[src/rtl/mcr2_rom_arbiter.sv]
// mcr2_rom_arbiter
// ----------------
// Shares one single-port, synchronous-read 64 KB ROM RAM between three users:
// the HPS download writer, the main Z80 fetch port and the sound Z80 fetch
// port. Download writes always win and go straight to the RAM in the cycle
// they are strobed. Reads are issued from IDLE. The RAM returns data one
// cycle later (RD_CPU / RD_SND), and that data is registered into the
// requester's data output together with a one-cycle ack.
//
// Ports:
//   clk_sys, reset              system clock, asynchronous active-high reset
//   dl_active                   download in progress (blocks every read grant)
//   dl_wr, dl_addr, dl_data     download byte write strobe / address / data
//   cpu_req, cpu_addr           main CPU level request and address
//   cpu_ack, cpu_data           one-cycle ack pulse and held read data
//   snd_req, snd_addr           sound CPU level request and short address
//   snd_ack, snd_data           one-cycle ack pulse and held read data
//   mem_addr, mem_we, mem_d     RAM address / write enable / write data
//   mem_q                       RAM read data (valid one cycle after address)
//
// Optional build macro MCR2_ROM_ARB_CACHE_EN adds a one-entry tag per read
// port. A repeat read of the last address is answered in one cycle without a
// RAM access. Without the macro every read takes the two-cycle RAM path.

module mcr2_rom_arbiter #(
   parameter int AW = 16,
   parameter int SND_AW = 14,
   parameter logic [AW-SND_AW-1:0] SND_BASE = 2'b11
) (
   input  logic              clk_sys,
   input  logic              reset,
   input  logic              dl_active,
   input  logic              dl_wr,
   input  logic [AW-1:0]     dl_addr,
   input  logic [7:0]        dl_data,
   input  logic              cpu_req,
   input  logic [AW-1:0]     cpu_addr,
   output logic              cpu_ack,
   output logic [7:0]        cpu_data,
   input  logic              snd_req,
   input  logic [SND_AW-1:0] snd_addr,
   output logic              snd_ack,
   output logic [7:0]        snd_data,
   output logic [AW-1:0]     mem_addr,
   output logic              mem_we,
   output logic [7:0]        mem_d,
   input  logic [7:0]        mem_q
);

   typedef enum logic [1:0] {IDLE = 2'd0, RD_CPU = 2'd1, RD_SND = 2'd2} state_t;
   typedef enum logic {PORT_CPU = 1'b0, PORT_SND = 1'b1} port_t;

   state_t        state;
   port_t         last_grant;
   logic [AW-1:0] addr_hold;

   logic [AW-1:0] snd_full;
   logic          arb_open;
   logic          cpu_hit, snd_hit;
   logic          cpu_hit_win, snd_hit_win;
   logic [7:0]    cpu_hit_data, snd_hit_data;
   logic          cpu_want, snd_want;
   logic          grant_cpu, grant_snd;

   // The sound CPU only sees the top 16 KB of the ROM.
   assign snd_full = {SND_BASE, snd_addr};

   // Reads may only be issued from IDLE in a cycle free of download traffic.
   // Reset is included so nothing is granted while reset is held.
   assign arb_open = (state == IDLE) && !dl_active && !dl_wr && !reset;

`ifdef MCR2_ROM_ARB_CACHE_EN
   logic          cpu_tag_valid, snd_tag_valid;
   logic [AW-1:0] cpu_tag_addr, snd_tag_addr;
   logic [7:0]    cpu_tag_data, snd_tag_data;
   port_t         hit_last;

   // Tag lookup. If both ports hit in the same cycle only one can be acked,
   // so they take turns through hit_last. last_grant belongs to the RAM
   // arbitration and is left alone by hits.
   always_comb begin
      cpu_hit      = arb_open && cpu_req && cpu_tag_valid && (cpu_tag_addr == cpu_addr);
      snd_hit      = arb_open && snd_req && snd_tag_valid && (snd_tag_addr == snd_full);
      cpu_hit_win  = cpu_hit && (!snd_hit || (hit_last == PORT_SND));
      snd_hit_win  = snd_hit && !cpu_hit_win;
      cpu_hit_data = cpu_tag_data;
      snd_hit_data = snd_tag_data;
   end

   // Tags are filled from the RAM read in RD_x. Any download activity may
   // change ROM contents, so it drops both tags. Dropping has priority over
   // a fill in the same cycle.
   always_ff @(posedge clk_sys or posedge reset) begin
      if (reset) begin
         cpu_tag_valid <= 1'b0;
         snd_tag_valid <= 1'b0;
         cpu_tag_addr  <= '0;
         snd_tag_addr  <= '0;
         cpu_tag_data  <= 8'h00;
         snd_tag_data  <= 8'h00;
         hit_last      <= PORT_SND;
      end else begin
         if (dl_wr || dl_active) begin
            cpu_tag_valid <= 1'b0;
            snd_tag_valid <= 1'b0;
         end else begin
            if (state == RD_CPU) begin
               cpu_tag_valid <= 1'b1;
               cpu_tag_addr  <= addr_hold;
               cpu_tag_data  <= mem_q;
            end
            if (state == RD_SND) begin
               snd_tag_valid <= 1'b1;
               snd_tag_addr  <= addr_hold;
               snd_tag_data  <= mem_q;
            end
         end
         if (cpu_hit_win) begin
            hit_last <= PORT_CPU;
         end else if (snd_hit_win) begin
            hit_last <= PORT_SND;
         end
      end
   end
`else
   // No tags: every request goes to the RAM.
   always_comb begin
      cpu_hit      = 1'b0;
      snd_hit      = 1'b0;
      cpu_hit_win  = 1'b0;
      snd_hit_win  = 1'b0;
      cpu_hit_data = 8'h00;
      snd_hit_data = 8'h00;
   end
`endif

   // RAM arbitration among the ports that actually need the RAM. On a tie,
   // the port that did not win last time wins, so the two CPUs alternate.
   always_comb begin
      cpu_want  = arb_open && cpu_req && !cpu_hit;
      snd_want  = arb_open && snd_req && !snd_hit;
      grant_cpu = cpu_want && (!snd_want || (last_grant == PORT_SND));
      grant_snd = snd_want && !grant_cpu;
   end

   // RAM port mux. A download write takes the port in the cycle it is
   // strobed. A read grant drives its address in the grant cycle, so mem_q is
   // ready in the following RD_x cycle. Otherwise the address of the last
   // read is held, which keeps the RAM address quiet between accesses.
   always_comb begin
      mem_we   = 1'b0;
      mem_d    = 8'h00;
      mem_addr = addr_hold;
      if (dl_wr && !reset) begin
         mem_we   = 1'b1;
         mem_addr = dl_addr;
         mem_d    = dl_data;
      end else if (grant_cpu) begin
         mem_addr = cpu_addr;
      end else if (grant_snd) begin
         mem_addr = snd_full;
      end
   end

   // Read sequencer. Acks are registered pulses, so data and ack appear
   // together one cycle after RD_x, or one cycle after a tag hit. A reset
   // during RD_x drops the read. The still-held request is arbitrated again
   // after release.
   always_ff @(posedge clk_sys or posedge reset) begin
      if (reset) begin
         state      <= IDLE;
         last_grant <= PORT_SND;
         addr_hold  <= '0;
         cpu_ack    <= 1'b0;
         snd_ack    <= 1'b0;
         cpu_data   <= 8'h00;
         snd_data   <= 8'h00;
      end else begin
         cpu_ack <= 1'b0;
         snd_ack <= 1'b0;
         case (state)
            IDLE: begin
               if (grant_cpu) begin
                  state      <= RD_CPU;
                  last_grant <= PORT_CPU;
                  addr_hold  <= cpu_addr;
               end else if (grant_snd) begin
                  state      <= RD_SND;
                  last_grant <= PORT_SND;
                  addr_hold  <= snd_full;
               end
               if (cpu_hit_win) begin
                  cpu_ack  <= 1'b1;
                  cpu_data <= cpu_hit_data;
               end
               if (snd_hit_win) begin
                  snd_ack  <= 1'b1;
                  snd_data <= snd_hit_data;
               end
            end
            RD_CPU: begin
               cpu_data <= mem_q;
               cpu_ack  <= 1'b1;
               state    <= IDLE;
            end
            RD_SND: begin
               snd_data <= mem_q;
               snd_ack  <= 1'b1;
               state    <= IDLE;
            end
            default: begin
               state <= IDLE;
            end
         endcase
      end
   end

endmodule

[config.mk]
export PLATFORM = sky130hd
export DESIGN_NAME = mcr2_rom_arbiter
export DESIGN_NICKNAME = d
export VERILOG_FILES = /design/src/rtl/mcr2_rom_arbiter.sv
export SDC_FILE = /design/constraint.sdc
export NUM_CORES = 1
export LEC_CHECK = 0
export BUFFER_PORTS_ARGS = -buffer_cell sky130_fd_sc_hd__clkbuf_2
export CAP_MARGIN = 20
export CORE_ASPECT_RATIO = 1.75
export CORE_MARGIN = 2
export CORE_UTILIZATION = 42
export CTS_CLUSTER_SIZE = 28
export DETAILED_ROUTE_END_ITERATION = 10
export PLACE_DENSITY = 0.81
export SYNTH_ARGS = -nofsm -noshare
export SYNTH_HDL_FRONTEND = slang
export SYNTH_SLANG_ARGS = --single-unit
export TNS_END_PERCENT = 100
[constraint.sdc]
create_clock -name clk_sys -period 2.73 [get_ports clk_sys]
set_clock_uncertainty 0.05 [all_clocks]
set_input_delay 0.273 -clock clk_sys [delete_from_list [all_inputs] [get_ports clk_sys]]
set_output_delay 0.273 -clock clk_sys [all_outputs]
set_load 0.02 [all_outputs]
# Word-level counts from Yosys, hierarchy flattened

Cells that the tools add are included.

Flip-flop bits (word level): 37
Bits of input ports: 68
Logic and storage cells: 39
Output and inout port bits: 43

Equal/unequal tests: 3
Reduce and logical (&&, ||, !) cells: 17
Multiplexer cells: 12

Operators with widths:

| kind               | number |
|---|---|
| $mux 16            | 3 |
| $logic_and 1x1->1  | 8 |
| $mux 8             | 1 |
| $mux 2             | 3 |
| $logic_not 1->1    | 5 |
| $mux 1             | 5 |
| $ne 3x3->1 const B | 1 |
| $eq 2x1->1 const B | 1 |
| $eq 2x2->1 const B | 1 |
| $logic_not 2->1    | 1 |
| $reduce_and 2->1   | 1 |
| $reduce_bool 2->1  | 1 |
| $logic_or 1x1->1   | 1 |

# Depth between registers and ports, before layout

Gate-level depths: netlist of run 1.

Word-level depth: 13
Gate-level depth with buffers: 6
Gate-level depth less buffers: 4

# Worst setup path after synthesis of run 1

Ideal clock, no wire load.

Kind: reg-to-output
Start: register state[1]
End: output mem_addr[14]
Arrival: 1821 ps
Setup slack: 586 ps
Buffers on the path: 0
Required time: 2407 ps
Stages on the path, launching flop included: 5
Cells stage by stage: dfrtp_1 > or4_4 > or2_1 > o32a_1 > mux2_2

Longest elaborated chain between the ends: 13
Elaborated cells on any way between the ends: 14
Those cells by class: mux (3); reduce/logical (11)

Ends and longest elaborated chain:

| what                              | RTL line | source |
|---|---|---|
| start, declared                   | 53       | `state_t state;` |
| start signal, assigned            | 171      | `state <= IDLE;` |
| start signal, assigned            | 184      | `state <= RD_CPU;` |
| start signal, assigned            | 188      | `state <= RD_SND;` |
| $logic_not 2->1 *                 | 70       | `assign arb_open = (state == IDLE) && !dl_active && !dl_wr && !reset;` |
| $logic_and 1x1->1 * (3 in series) | 70       |  |
| $logic_and 1x1->1                 | 141      | `snd_want = arb_open && snd_req && !snd_hit;` |
| $logic_not 1->1                   | 142      | `grant_cpu = cpu_want && (!snd_want \|\| (last_grant == PORT_SND));` |
| $logic_or 1x1->1                  | 142      |  |
| $logic_and 1x1->1                 | 142      |  |
| $logic_not 1->1                   | 143      | `grant_snd = snd_want && !grant_cpu;` |
| $logic_and 1x1->1                 | 143      |  |
| $mux 16                           | 160      | `end else if (grant_snd) begin` |
| $mux 16 *                         | --       |  |
| $mux 16 *                         | 154      | `if (dl_wr && !reset) begin` |
| end, declared                     | 44       | `output logic [AW-1:0] mem_addr,` |

Every way passes the cells marked *; elsewhere a longest branch is shown, timed or not.

# Worst setup path after layout of run 1

Start: register state[1]
End: output mem_addr[15]

The elaborated chain is that of the path after synthesis.

==> flow_metrics.env, run 1 <==
export IMPL_status="finished, violations left"
export IMPL_violations="hold timing"
export IMPL_io_pins=111
export IMPL_drive_above_1_share_pct=64.5
export IMPL_synth_top_area_cell="dfrtp_1"
export IMPL_first_iter_violations=30
export IMPL_htree_num_levels=2
export IMPL_hpwl_um=3680
export IMPL_diodes=0
export IMPL_p_per_area_nw_per_um2=755
export IMPL_routedWlPerCell_um=15.3
export IMPL_min_period_over_period_pct=95.9
export IMPL_ys_top_cells_by_count="dfrtp_1 (36), mux2_2 (32), a2bb2oi_1 (14), o32ai_1 (14), clkbuf_1 (9)"
export IMPL_cts_tree="built"
export IMPL_tns_ns=0
export IMPL_synth_top_cell_area_share_pct=51.0
export IMPL_drtAntennaViolNets=0
export IMPL_port_buffers=110
export IMPL_syn_inst=136
export IMPL_grt_pass1_wl_um=7100
export IMPL_grt_max_degree=26
export IMPL_setup_viol=0
export IMPL_die_x_um=53.0
export IMPL_power_mw=1.88
export IMPL_synth_warnings=0
export IMPL_grtUsageTotal_pct=19.9
export IMPL_totalWireLength_um=4560
export IMPL_timing_hold_ws_ns=-0.00628
export IMPL_place_congestion=0.699
export IMPL_dr_wl_met3_um=308
export IMPL_initial_utilization_pct=43.3
export IMPL_fin_crit_ns=2.62
export IMPL_cts_root_buf="clkbuf_8"
export IMPL_viasPerCell=5.12
export IMPL_rsz0062_at_grt="false"
export IMPL_critPathMaxFanout=4
export IMPL_wl_met2_um=2410
export IMPL_worst_pin_slew_ns=0.976
export IMPL_cts_repair_resized=0
export IMPL_max_slew_margin_pct=34.8
export IMPL_synth_area_sq_um=1770
export IMPL_cts_setup_buffers=0
export IMPL_rr_startpoint="state[1]"
export IMPL_synthTopCellsByArea="dfrtp_1 (51%), mux2_2 (20%), a2bb2oi_1 (6.9%), o32ai_1 (6.9%), and2_1 (2.8%)"
export IMPL_ir_drop_uv=520
export IMPL_finalHoldViolations=12
export IMPL_grt_overflow_total=0
export IMPL_ys_ff_latch=37
export IMPL_synth_enable_flop_cells=0
export IMPL_max_clock_path_buffers=2
export IMPL_startpoint="state[1]"
export IMPL_grt_pass1_vias=1602
export IMPL_async_flop_share_pct=100
export IMPL_post_route_util_pct=61.1
export IMPL_max_cap_violations=0
export IMPL_ctsHoldBuffers=0
export IMPL_synth_avg_cell_area_sq_um=13.0
export IMPL_rows=31
export IMPL_dieArea_sq_um=4760
export IMPL_clk_latency_ns=0.28
export IMPL_dr_max_layer_used="met4"
export IMPL_wl_met1_um=1720
export IMPL_nNetsFinal=315
export IMPL_leakagePower_nw=1.24
export IMPL_core_area_sq_um=4070
export IMPL_syn_to_final_growth_pct=41.0
export IMPL_slew_viol_final=0
export IMPL_clkTransAtPathRegs_ns=0.08
export IMPL_dr_pass1_iters=4
export IMPL_numCtsBuffers=5
export IMPL_critPathCaptureType="primary output"
export IMPL_max_freq_mhz=382
export IMPL_crit_arrival_ns=2.30
export IMPL_vias=1520
export IMPL_syn_num_nets=204
export IMPL_yosysMostFrequentCell="dfrtp_1"
export IMPL_die_h_um=89.8
export IMPL_worstSetupPathType="reg2out"
export IMPL_yosysSeqAreaShare_pct=52.5
export IMPL_startpoint_type="flop"
export IMPL_hold_class="in2async"
export IMPL_synthFlopType="dfrtp_1"
export IMPL_ys_types=19
export IMPL_drc=0
export IMPL_grt_antenna_before_repair=0
export IMPL_cts_sinks=37
export IMPL_crit_required_ns=2.41
==> worst max-delay path: stages, from the launching register on <==
cell	delay, ns
dfrtp_1	0.40
or4_4	0.57
or2_1	0.27
o32a_1	0.36
mux2_2	0.26
clkbuf_2	0.15
==> final timing paths <==
kind | endpoint | slack (ns) | cells after the start
max reg2reg | addr_hold[15] | 0.97 | 3
min reg2reg | addr_hold[14] | 0.46 | 1
min in group clk_sys | cpu_data[6] | 0.18 | 2
max | mem_addr[15] | 0.11 | 5
min | cpu_data[2] | -0.006 | 2
max in group asynchronous | addr_hold[11] | 1.93 | 3
==> cells in the final DEF, fill, tap and decap left out <==
master        n
o32ai_1      14
nor3_4        1
clkbuf_2    110
or4_4         1
clkbuf_8      6
inv_1         3
bufinv_16     1
or2_1         1
a2bb2oi_1    14
mux2_2       32
clkinvlp_4    1
dfrtp_1      36
nand2_1       1
a21bo_2       1
and2_1        8
nor2b_2       1
o32a_1        2
buf_4         5
dfstp_2       1
a22o_1        1
nor2b_1       2
nor2_1        4
nand2b_1      2
==> per-layer routing <==
metal,vias up,global-route usage (%)
li1,732,-
met1,714,21.0
met2,64,35.9
met3,10,4.82
met4,0,7.91
met5,-,0
==> registers in the layout, indices dropped and copies added, names as in the netlist <==
register    count
addr_hold      16
cpu_data        8
snd_data        8
state           2
cpu_ack         1
last_grant      1
snd_ack         1
==> power by group <==
group	switching (mW)	total, mW	leakage (nW)	internal (mW)
sequential	0.0582	0.742	0.429	0.684
clock	0.196	0.493	0.0574	0.297
combinational	0.359	0.643	0.750	0.285
total	0.613	1.88	1.24	1.27
==> per-stage QoR <==
stage / hold slack, ns / worst slack, ns / instance area (sq um) / std cells
2_1_floorplan: 0.374 / 0.586 / 1770 / 136
3_3_place_gp: 0.293 / 0.462 / 2370 / 289
3_5_place_dp: 0.315 / 0.432 / 2370 / 289
4_1_cts: 0.00633 / 0.101 / 2490 / 297
5_1_grt: 0.0597 / 0.00118 / 2490 / 297
6_report: -0.00628 / 0.111 / 2490 / 297
==> area by class of cell <==
cell class                 instances  area [sq um]
clock buffer                       6          82.6
clock inverter                     2          37.5
multi-input combinational         85           781
sequential                        37           927
tap                               49          61.3
timing repair buffer             115           588
fill                             354          1580
inverter                           3          11.3
==> logic make-up (layout without fill, tap and decap cells) <==
| logic type | count (synthesis) | count (layout) | synth area share [%] |
|---|---|---|---|
| DFF | 37 | 37 | 52.5 |
| AOI/OAI and AO/OA | 32 | 32 | 16.1 |
| and+or+nand+nor | 21 | 21 | 7.58 |
| muxes | 32 | 32 | 20.4 |
| buffers and inverters | 14 | 126 | 3.40 |
Power figures use the tool's default switching activity.
==> run 2, diff against run 1 <==
--- a/config.mk
+++ b/config.mk
@@ -5,14 +5,15 @@
 export SDC_FILE = /design/constraint.sdc
 export NUM_CORES = 1
 export LEC_CHECK = 0
+export ABC_AREA = 1
 export BUFFER_PORTS_ARGS = -buffer_cell sky130_fd_sc_hd__clkbuf_2
 export CAP_MARGIN = 20
 export CORE_ASPECT_RATIO = 1.75
 export CORE_MARGIN = 2
-export CORE_UTILIZATION = 42
+export CORE_UTILIZATION = 44
 export CTS_CLUSTER_SIZE = 28
 export DETAILED_ROUTE_END_ITERATION = 10
-export PLACE_DENSITY = 0.81
+export PLACE_DENSITY = 0.82
 export SYNTH_ARGS = -nofsm -noshare
 export SYNTH_HDL_FRONTEND = slang
 export SYNTH_SLANG_ARGS = --single-unit
==> flow_metrics.env, run 2 <==
export IMPL_vias=1931
export IMPL_synthFlopType="dfrtp_1"
export IMPL_fin_crit_ns=2.22
export IMPL_tns_ns=0
export IMPL_rows=32
export IMPL_yosysSeqAreaShare_pct=47.3
export IMPL_cts_root_buf="clkbuf_8"
export IMPL_grt_overflow_total=0
export IMPL_grtUsageTotal_pct=21.0
export IMPL_max_slew_margin_pct=66.6
export IMPL_clkTransAtPathRegs_ns=0.07
export IMPL_reg2regPathDepth=4
export IMPL_synth_avg_cell_area_sq_um=8.13
export IMPL_syn_inst=241
export IMPL_cts_sinks=37
export IMPL_max_clock_path_buffers=2
export IMPL_ys_ff_latch=37
export IMPL_finalHoldViolations=0
export IMPL_synthTopCellsByArea="dfrtp_1 (46%), nand2_1 (15%), nand3_2 (7.2%), inv_1 (4.8%), nand4_1 (4.5%)"
export IMPL_largest_reg_flops=16
export IMPL_ctsHoldBuffers=0
export IMPL_leakagePower_nw=1.56
export IMPL_max_freq_mhz=451
export IMPL_hpwl_um=3940
export IMPL_dr_pass1_iters=4
export IMPL_grt_max_degree=38
export IMPL_first_iter_violations=57
export IMPL_die_h_um=92.3
export IMPL_startpoint_type="flop"
export IMPL_diodes=0
export IMPL_crit_required_ns=2.41
export IMPL_cts_tree="built"
export IMPL_slew_viol_final=0
export IMPL_top_regs="addr_hold (16), cpu_data (8), snd_data (8)"
export IMPL_worst_pin_slew_ns=0.500
export IMPL_ys_top_cells_by_count="nand2_1 (79), dfrtp_1 (36), inv_1 (25), o21ai_0 (17), nand3_1 (15)"
export IMPL_regMostFlops="addr_hold"
export IMPL_synth_enable_flop_cells=0
export IMPL_drc=0
export IMPL_viasPerCell=4.85
export IMPL_cts_repair_resized=0
export IMPL_multi_input_area_sq_um=862
export IMPL_totalWireLength_um=4930
export IMPL_fillerInstances=434
export IMPL_clk_latency_ns=0.27
export IMPL_rr_startpoint="state[1]"
export IMPL_critPathCaptureType="primary output"
export IMPL_synth_top_cell_area_share_pct=46.0
export IMPL_crit_arrival_ns=1.89
export IMPL_status="complete, no violations"
export IMPL_ir_drop_uv=393
export IMPL_final_area_sq_um=2600
export IMPL_io_pins=111
export IMPL_port_buffers=110
export IMPL_hold_class="in2async"
export IMPL_min_period_over_period_pct=81.2
export IMPL_rsz0062_at_grt="false"
export IMPL_syn_num_nets=309
export IMPL_synth_warnings=0
export IMPL_core_area_sq_um=4360
export IMPL_ys_types=24
export IMPL_synth_area_sq_um=1960
export IMPL_r2r_end="addr_hold[4]"
export IMPL_cts_setup_buffers=0
export IMPL_place_congestion=0.805
export IMPL_initial_utilization_pct=44.9
export IMPL_grt_pass1_vias=1845
export IMPL_htree_num_levels=2
export IMPL_async_flop_share_pct=100
export IMPL_layout_commonest_cell="clkbuf_2"
export IMPL_post_route_util_pct=59.5
export IMPL_grt_pass1_wl_um=7820
export IMPL_grt_antenna_before_repair=0
export IMPL_drtAntennaViolNets=0
export IMPL_worstSetupPathType="reg2out"
export IMPL_nNetsFinal=416
export IMPL_place_area_sq_um=2520
export IMPL_routedWlPerCell_um=12.4
export IMPL_drive_above_1_share_pct=41.5
export IMPL_synth_top_area_cell="dfrtp_1"
export IMPL_setup_viol=0
export IMPL_critPathMaxFanout=16
export IMPL_final_cell_mix="clkbuf_2 (110), nand2_1 (79), dfrtp_1 (36)"
export IMPL_dieArea_sq_um=5020
export IMPL_syn_to_final_growth_pct=32.6
export IMPL_regToRegSetupSlack_ns=1.24
export IMPL_p_per_area_nw_per_um2=603
export IMPL_max_cap_violations=0
export IMPL_yosysMostFrequentCell="nand2_1"
export IMPL_numCtsBuffers=5
export IMPL_register_area_sq_um=927
export IMPL_die_x_um=54.4
[run 2: cell types whose count changed in the layout (fill, tap and decap cells not counted), moves of 15 or more]
cell and change:
nand2_1 +78, mux2_2 -32, inv_1 +22, o21ai_0 +17, nand3_1 +15
[run 2: how the worst max path moves through the flow]
| stage | slack (ns) | from | end | cells after the start |
|---|---|---|---|---|
| floorplan | 0.35 | reset | mem_addr[10] | 6 |
| global placement | 0.74 | snd_req | mem_addr[6] | 7 |
| detailed placement | 0.74 | snd_req | mem_addr[8] | 7 |
| CTS | 0.49 | last_grant | mem_addr[6] | 9 |
| global route | 0.38 | last_grant | mem_addr[9] | 9 |
| finish | 0.51 | last_grant | mem_addr[6] | 9 |
[run 2: routing by layer]
metal	up-vias	GRT usage, %	part of all wire [%]
li1	982	-	-
met1	850	21.5	37
met4	0	6.67	1.3
met3	6	4.56	7.2
met2	93	39.3	54
met5	-	0	0
[run 2: per-stage QoR]
stage	std cells	power [mW]	worst slack, ns	hold slack, ns
floorplan	241	1.05	0.346	0.354
global placement	392	1.23	0.745	0.397
detailed placement	392	1.25	0.736	0.414
CTS	398	1.59	0.495	0.108
global route	398	1.68	0.378	0.154
finish	398	1.57	0.513	0.0992
[run 2: layout make-up]
type                    instances  area share (%)
flip-flops and latches         37            35.7
multi-input cells             164            33.2
repair buffers                112            21.8
inverters                      28            4.05
clock buffers                   5            2.65
well taps                      51            2.46
clock inverters                 1           0.193
[run 2: cells by family after synthesis]
family                 share of synthesized area [%]
AND/OR/NAND/NOR                                 37.9
AO/OA/AOI/OAI                                   6.13
buffers and inverters                           8.68
flip-flops                                      47.3
[run 2: critical path: stages, from the launching register on]
cell	delay [ns]
dfstp_2	0.52
inv_1	0.05
nand2_2	0.07
nand2_4	0.13
nor2_4	0.34
nand2_1	0.10
nand3_1	0.11
nand2_1	0.07
nand2_1	0.07
clkbuf_2	0.16
[run 2: report_power, final]
part	switching [mW]	internal [mW]
Clock	0.169	0.168
Sequential	0.0478	0.659
Combinational	0.335	0.187
Total	0.553	1.01
==> run 3, diff against run 2 <==
==> constraint.sdc (replaced) <==
create_clock -name clk_sys -period 2.2 [get_ports clk_sys]
set_clock_uncertainty 0.05 [all_clocks]
set_input_delay 0.22 -clock clk_sys [delete_from_list [all_inputs] [get_ports clk_sys]]
set_output_delay 0.22 -clock clk_sys [all_outputs]
set_load 0.02 [all_outputs]
==> flow_metrics.env, run 3 (synthesized netlist as in run 2, its figures left out) <==
export IMPL_startpoint_type="flop"
export IMPL_initial_utilization_pct=44.9
export IMPL_vias=2026
export IMPL_critPathMostFrequentCell="nand2_1"
export IMPL_grtUsageTotal_pct=21.3
export IMPL_totalWireLength_um=5050
export IMPL_setup_viol=0
export IMPL_grt_pass1_wl_um=7960
export IMPL_crit_required_ns=1.93
export IMPL_port_buffers=110
export IMPL_status="complete, no violations"
export IMPL_worst_pin_slew_ns=0.471
export IMPL_leakagePower_nw=1.58
export IMPL_htree_num_levels=2
export IMPL_ctsHoldBuffers=0
export IMPL_cpPeakStageDelay_ns=0.51
export IMPL_largest_reg_flops=16
export IMPL_dr_pass1_iters=4
export IMPL_finalNonFillerCells=403
export IMPL_max_slew_margin_pct=68.4
export IMPL_grt_pass1_vias=1915
export IMPL_hold_class="in2async"
export IMPL_regMostFlops="addr_hold"
export IMPL_clkTransAtPathRegs_ns=0.07
export IMPL_max_clock_path_buffers=2
export IMPL_cp_cell_sequence="inv_1 -> nand2_2 -> nand2_8 -> nor2_4 -> buf_12 -> nand2_1 -> nand3_1 -> nand2_1 -> nand2_1 -> clkbuf_2"
export IMPL_place_congestion=0.768
export IMPL_post_route_util_pct=62.4
export IMPL_critPathMaxFanout=16
export IMPL_die_x_um=54.4
export IMPL_max_cap_violations=0
export IMPL_die_h_um=92.3
export IMPL_slew_viol_final=0
export IMPL_fillerInstances=410
export IMPL_viasPerCell=5.03
export IMPL_rows=32
export IMPL_min_period_over_period_pct=94.2
export IMPL_cts_sinks=37
export IMPL_critPathCaptureType="primary output"
export IMPL_p_per_area_nw_per_um2=785
export IMPL_dp_cells=393
export IMPL_diodes=0
export IMPL_finalHoldViolations=0
export IMPL_grt_antenna_before_repair=0
export IMPL_critPathSlowestCell="dfstp_2"
export IMPL_routedWlPerCell_um=12.5
export IMPL_final_cell_mix="clkbuf_2 (110), nand2_1 (79), dfrtp_1 (36)"
export IMPL_dieArea_sq_um=5020
export IMPL_ir_drop_uv=524
export IMPL_drive_above_1_share_pct=42.6
export IMPL_numCtsBuffers=5
export IMPL_crit_arrival_ns=1.80
export IMPL_io_pins=111
export IMPL_first_iter_violations=24
export IMPL_syn_to_final_growth_pct=39.1
export IMPL_fin_crit_ns=2.07
export IMPL_layout_commonest_cell="clkbuf_2"
export IMPL_cts_root_buf="clkbuf_8"
export IMPL_grt_overflow_total=0
export IMPL_nNetsFinal=419
export IMPL_hpwl_um=3850
export IMPL_cts_tree="built"
export IMPL_grt_max_degree=38
export IMPL_clk_latency_ns=0.28
export IMPL_max_freq_mhz=483
export IMPL_drc=0
export IMPL_worstSetupPathType="reg2out"
export IMPL_drtAntennaViolNets=0
export IMPL_core_area_sq_um=4360
export IMPL_top_regs="addr_hold (16), cpu_data (8), snd_data (8)"
-- run 3: through the flow --
step / hold WS, ns / total power, mW / cell area [sq um] / worst slack [ns] / TNS [ns]
2_1_floorplan: 0.134 / 1.30 / 1960 / 0.173 / 0
6_report: 0.0460 / 2.14 / 2730 / 0.128 / 0
5_1_grt: 0.0877 / 2.28 / 2730 / -0.0135 / -0.0146
3_5_place_dp: 0.368 / 1.55 / 2530 / 0.284 / 0
4_1_cts: 0.0597 / 2.15 / 2670 / 0.00858 / 0
3_3_place_gp: 0.358 / 1.53 / 2530 / 0.285 / 0
-- run 3: critical path: cells and delay by family (launching register included) --
family / cells / cell delay, ns
flops: 1 / 0.51
simple gates: 7 / 0.63
buf+inv: 3 / 0.37
-- run 3: timing repair --
action	CTS	global route
setup endpoints to repair	14	14
resized for setup	0	5
setup buffers	1	1
pin swaps	1	1
-- run 3: path summary, 6_finish.rpt --
kind / start / to / slack [ns] / cells after the start
min: reset / snd_data[6] / 0.05 / 3
max: last_grant / mem_addr[7] / 0.13 / 10
max reg2reg: last_grant / addr_hold[8] / 0.80 / 7
min reg2reg: snd_data[1] / snd_data[1] / 0.44 / 2
max in group asynchronous: reset / last_grant / 1.70 / 3
min in group clk_sys: cpu_addr[12] / addr_hold[12] / 0.12 / 3
-- run 3: routing by layer --
layer  part of all wire (%)  GRT usage [%]
met1                     38           21.8
met2                     53           39.4
met3                    7.4           4.89
met4                    1.3           7.29
met5                      0              0
-- run 3: final cells by class --
type                    instances  area, sq um  area share, %
clock buffers                   7         86.3           3.17
clock inverters                 1         30.0           1.10
inverters                      28          111           4.09
multi-input cells             164          893           32.8
flip-flops and latches         37          927           34.0
well taps                      51         63.8           2.34
repair buffers                115          613           22.5
-- run 3: power breakdown --
group | leakage, nW | internal, mW | switching [mW]
logic | 1.07 | 0.242 | 0.427
clock network | 0.0585 | 0.369 | 0.226
registers | 0.459 | 0.817 | 0.0581
total | 1.58 | 1.43 | 0.711
